==> src/rtl/adc_scan_seq.sv <==
// Scan sequencer: steps an SPI ADC through the channels in ch_mask and tags each pipelined result with its channel.
// Optional SPI watchdog with `define ADC_SCAN_TIMEOUT_EN (default build: no watchdog, err tied low).
module adc_scan_seq #(
  parameter int DW = 12,
  parameter int PW = 16
) (
  input  logic          clk,
  input  logic          rst,
  input  logic          en,
  input  logic [7:0]    ch_mask,
  input  logic [PW-1:0] period,
  output logic          spi_go,
  output logic [2:0]    spi_ch,
  input  logic          spi_done,
  input  logic [DW-1:0] spi_data,
  output logic          smp_valid,
  output logic [2:0]    smp_ch,
  output logic [DW-1:0] smp_data,
  output logic          scan_done,
  output logic          overrun,
  output logic          err
);

  typedef enum logic [1:0] {IDLE, WAIT_TICK, ISSUE, WAIT_DONE} state_t;

  state_t        state, state_nxt;
  logic [PW-1:0] cnt;
  logic          tick;
  logic [7:0]    rem;
  logic [2:0]    c0, prev_ch;
  logic          first, dummy, abort;
  logic          scan_start, emit, next_frame, timeout;
  logic          busy;

  function automatic logic [2:0] lowest(input logic [7:0] m);
    lowest = 3'd0;
    for (int i = 7; i >= 0; i--) begin
      if (m[i]) lowest = i[2:0];
    end
  endfunction

  assign busy   = (state == ISSUE) || (state == WAIT_DONE);
  assign tick   = en && ((period == '0) || (cnt == period - PW'(1)));
  assign spi_go = (state == ISSUE);

`ifdef ADC_SCAN_TIMEOUT_EN
  logic [9:0] wd;

  // wd equals the number of cycles elapsed since spi_go
  always_ff @(posedge clk or posedge rst) begin
    if (rst) begin
      wd <= 10'd0;
    end else if (state == ISSUE) begin
      wd <= 10'd1;
    end else if (state == WAIT_DONE) begin
      wd <= wd + 10'd1;
    end
  end

  assign timeout = (state == WAIT_DONE) && !spi_done && (wd == 10'd1022);
`else
  assign timeout = 1'b0;
`endif

  always_ff @(posedge clk or posedge rst) begin
    if (rst) state <= IDLE;
    else     state <= state_nxt;
  end

  always_comb begin
    state_nxt  = state;
    scan_start = 1'b0;
    emit       = 1'b0;
    next_frame = 1'b0;
    case (state)
      IDLE: begin
        if (en) begin
          scan_start = 1'b1;
          state_nxt  = (ch_mask == 8'd0) ? WAIT_TICK : ISSUE;
        end
      end
      WAIT_TICK: begin
        if (!en) begin
          state_nxt = IDLE;
        end else if (tick) begin
          scan_start = 1'b1;
          state_nxt  = (ch_mask == 8'd0) ? WAIT_TICK : ISSUE;
        end
      end
      ISSUE: state_nxt = WAIT_DONE;
      WAIT_DONE: begin
        if (spi_done) begin
          if (abort || !en) begin
            state_nxt = IDLE;
          end else begin
            emit = !first;
            if (dummy) begin
              state_nxt = WAIT_TICK;
            end else begin
              next_frame = 1'b1;
              state_nxt  = ISSUE;
            end
          end
        end else if (timeout) begin
          state_nxt = WAIT_TICK;
        end
      end
      default: state_nxt = IDLE;
    endcase
  end

  always_ff @(posedge clk or posedge rst) begin
    if (rst) begin
      cnt       <= '0;
      rem       <= 8'd0;
      c0        <= 3'd0;
      prev_ch   <= 3'd0;
      spi_ch    <= 3'd0;
      first     <= 1'b0;
      dummy     <= 1'b0;
      abort     <= 1'b0;
      smp_valid <= 1'b0;
      smp_ch    <= 3'd0;
      smp_data  <= '0;
      scan_done <= 1'b0;
      overrun   <= 1'b0;
      err       <= 1'b0;
    end else begin
      smp_valid <= emit;
      scan_done <= emit && dummy;
      if (emit) begin
        smp_ch   <= prev_ch;
        smp_data <= spi_data;
      end

      // the counter wraps on its own tick so ticks stay periodic across overruns
      if (!en || scan_start || tick) cnt <= '0;
      else                           cnt <= cnt + PW'(1);

      if (scan_start) begin
        rem    <= ch_mask & ~(8'd1 << lowest(ch_mask));
        c0     <= lowest(ch_mask);
        spi_ch <= lowest(ch_mask);
        first  <= 1'b1;
        dummy  <= 1'b0;
        abort  <= 1'b0;
      end else if (next_frame) begin
        prev_ch <= spi_ch;
        first   <= 1'b0;
        if (rem != 8'd0) begin
          spi_ch <= lowest(rem);
          rem    <= rem & ~(8'd1 << lowest(rem));
        end else begin
          // extra frame re-addresses c0 only to flush the ADC pipeline
          spi_ch <= c0;
          dummy  <= 1'b1;
        end
      end

      if (busy && !en) abort <= 1'b1;

      if (!en)                                  overrun <= 1'b0;
      else if (tick && busy && period != '0)    overrun <= 1'b1;

      if (!en)          err <= 1'b0;
      else if (timeout) err <= 1'b1;
    end
  end

endmodule

==> config.mk <==
export PLATFORM = sky130hd
export DESIGN_NAME = adc_scan_seq
export DESIGN_NICKNAME = d
export VERILOG_FILES = /design/src/rtl/adc_scan_seq.sv
export SDC_FILE = /design/constraint.sdc
export NUM_CORES = 1
export LEC_CHECK = 0
export BUFFER_PORTS_ARGS = -buffer_cell sky130_fd_sc_hd__buf_2
export CAP_MARGIN = 10
export CORE_MARGIN = 4
export CORE_UTILIZATION = 30
export DETAILED_ROUTE_END_ITERATION = 16
export PLACE_DENSITY = 0.48
export REMOVE_ABC_BUFFERS = 1
export SYNTH_ARGS = -nofsm -noshare
export SYNTH_HDL_FRONTEND = slang
export SYNTH_SLANG_ARGS = --single-unit
==> constraint.sdc <==
create_clock -name clk -period 2.5 [get_ports clk]
set_input_delay 0.125 -clock clk [delete_from_list [all_inputs] [get_ports clk]]
set_output_delay 0.125 -clock clk [all_outputs]
set_load 0.1 [all_outputs]
==> out/results.txt <==
status - finished clean
CTS Sinks - 56
FF+latch area - 0.00140 sq mm
Final Hold Vio Count - 0
First-pass DRT Iterations - 4
crit end category - flop
mapped cell area - 0.00330 sq mm
EDFF count, synth - 0
worst-margin pin slew - 0.757 ns
Worst-path clk slew - 0.11 ns
vias per cell - 4.85
most frequent CP cell - buf_4
Worst R2R Path Depth - 10
crit start category - input pin
Setup Crit Path Kind - input pin to flop
placed instance area - 0.00404 sq mm
Total Wirelength - 8030 microns
multi-input logic area - 0.00183 sq mm
share of the synthesized area in the top cell type - 42.5%
area leader, netlist - dfrtp_1
met1 GRT Util - 17.6%
Die Wd - 113 microns
post-route ant nets - 0
R2R setup slack - 0.11 ns
Final period util - 97.4%
met2 usage - 21.0%
Finished Cell Area - 0.00425 sq mm
hold depth - 2
Syn Area/Cell - 9.75 sq um
CP required - 2.72 ns
Setup-failing EPs final - 0
Hold Crit Endpoint - smp_data[1]$_DFFE_PP0P_
CTS tree - yes
r2r startpoint - cnt[8]$_DFF_PP0_
CP max stage cell - or4_4
first-pass GRT wire length - 13700 microns
Fillers - 1088
DRC violations left - 0
reg2reg end - spi_ch[2]$_DFFE_PP0P_
register area share after synthesis - 42.5%
Tot Pwr - 3.81 mW
vias in the first global route - 2815
Post-Syn Instances - 338
Max IR drop VDD - 1000 uV
GR Util met3 - 2.73%
core footprint - 0.0108 sq mm
Max Freq - 0.411 GHz
async set-reset flop share out of synthesis - 100%
Seq cells post-synth - 56
fin. max-slew vios - 0
CP max stage delay - 0.55 ns
Most Used Layer, Global Route - met2
antenna cells - 0
gr ovfl total - 0
largest net degree at the start of global routing - 31
Post-DP HPWL - 6260 microns
Ys Warns - 0
initial antenna violation count - 0
ranking of synthesized cells by area - dfrtp_1, mux2_2, xnor2_1
leakage power - 1.96 nW
Die H - 113 microns
crit-path cells - buf_2 -> buf_4 -> or4_4 -> o31a_1 -> or3_4 -> a211o_1 -> o211ai_2 -> buf_4 -> a21boi_1 -> a221o_1
maximum root-to-sink buffer count - 2
FP Rows - 38
Power Density - 897 mW/mm^2
path category of the worst min-delay check - input pin to flop
Layout area overhead - 29.0%
synth unique cells - 58
worst skew pair latency - 0.32 ns
Hold Crit Start - spi_data[1]
Initial Util - 30.5%
CTS Buf Count - 5
nets - 483
Die ar. - 0.0127 sq mm
clk root buf - clkbuf_8
Buf/Inv on CP - 3
dominant cell by count in the synthesized netlist - dfrtp_1
Rel. slew slack - 49.1%
clock period minus worst slack - 2.43 ns
Top delay family on crit path - compound AO/OA/AOI/OAI gates
layout cells sized above 1 - 37.6%
I/O Pins - 63
crit path max fanout - 5
DR iter-0 viols - 172
H-tree depth - 2
wire length per cell - 13.8 microns
clk_skew - 0.00494 ns
GP Congestion - 0.840
Port Buf Inserts - 61
hold slack - 0.0263 ns
max_cap viols - 0
Total Routing Usage GR - 13.0%
routed vias - 2821
top cells by count, synth - dfrtp_1, nor2_1, nand2_1, xnor2_1, mux2_2
most common flop cell mapped by yosys - dfrtp_1
CP arrival - 2.65 ns
==> per-layer routing <==
metal / share of wire [%] / routed length (microns)
met5: 0 / 0
met4: 1.2 / 98
met3: 4.6 / 368
met2: 47 / 3740
met1: 48 / 3820
==> layout by cell type (no fill, tap or decap), types with 4 or more instances in the layout <==
cell type,netlist,final
o21ai_0,11,11
mux2_1,4,4
and3_1,6,6
nor4_1,7,7
nand2_1,23,23
inv_1,11,10
nor2_2,11,12
xor2_1,14,14
o31ai_1,4,4
buf_2,0,61
a21oi_1,13,13
buf_4,2,43
mux2_2,18,18
xnor2_1,21,19
nor2_1,31,30
clkbuf_8,0,5
nand4_1,6,6
mux2i_1,5,5
nor3_1,10,10
nand3_1,15,15
dfrtp_1,56,55
==> power breakdown <==
part	total [mW]	leakage [nW]	switching, mW	internal [mW]
sequential	1.33	0.738	0.181	1.15
combinational	1.96	1.17	1.40	0.557
clock	0.519	0.0485	0.317	0.202
total	3.81	1.96	1.90	1.91
==> how the worst max path moves through the flow <==
stage,from,endpoint,slack (ns),cells past startpoint
after floorplan,period[0],c0[0]$_DFFE_PP0P_,-0.33,10
after global placement,period[0],c0[2]$_DFFE_PP0P_,-0.39,11
after detailed placement,period[0],c0[0]$_DFFE_PP0P_,-0.45,11
after CTS,period[0],spi_ch[2]$_DFFE_PP0P_,0.008,10
after global routing,cnt[11]$_DFF_PP0_,spi_ch[2]$_DFFE_PP0P_,-0.006,10
final,period[0],spi_ch[2]$_DFFE_PP0P_,0.07,10
==> per-stage QoR <==
step / util, % / std cells / setup WS, ns / setup TNS, ns
3_3_place_gp: 37.4 / 568 / -0.393 / -10.66
2_1_floorplan: - / 325 / -0.334 / -2.92
5_1_grt: 39.4 / 582 / -0.00565 / -0.0113
6_report: 39.4 / 582 / 0.0659 / 0
4_1_cts: 38.6 / 578 / 0.00810 / 0
3_5_place_dp: 37.4 / 568 / -0.448 / -11.60
==> final cells by class <==
type / instances / area share, %
clock buffer: 5 / 1.62
clock inverter: 3 / 0.530
inverter: 11 / 0.971
multi-input combinational: 258 / 43.1
sequential: 56 / 33.0
tap: 140 / 4.12
timing repair buffer: 109 / 16.7
==> repair_timing <==
| action | 4_1_cts | 5_1_grt |
|---|---|---|
| buffers inserted | 1 | 3 |
| hold endpoints to repair | 26 | 1 |
| pin swaps | 2 | 5 |
| gates resized for setup | 3 | 10 |
| hold buffers | 1 | 1 |
| cloned | 0 | 0 |
| endpoints found under the setup margin | 9 | 31 |
==> kinds of logic (layout without fill, tap and decap cells) <==
family	after synthesis	in the layout	share of synthesized area, %
other	1	1	0.114
adder cells (fa/ha/maj)	2	2	0.759
AO/OA/AOI/OAI	62	62	13.7
AND/OR/NAND/NOR	131	131	20.6
XOR/XNOR	35	35	9.30
buffers and inverters	24	128	3.91
flip-flops	56	56	42.5
multiplexers	27	27	9.04
==> registers in the layout, indices dropped and copies added (netlist names) <==
name       count
abort          1
state          2
rem            8
spi_ch         3
scan_done      1
smp_ch         3
cnt           16
prev_ch        3
dummy          1
smp_data      12
c0             3
overrun        1
smp_valid      1
first          1
==> worst register-to-register path: cells and delay by family (launching register included) <==
kind	cells	cell delay, ns
xor+xnor	1	0.15
compound gates	4	0.87
simple gates	3	0.51
buf+inv	2	0.32
flops	1	0.43
(Power assumes the default switching activity.)
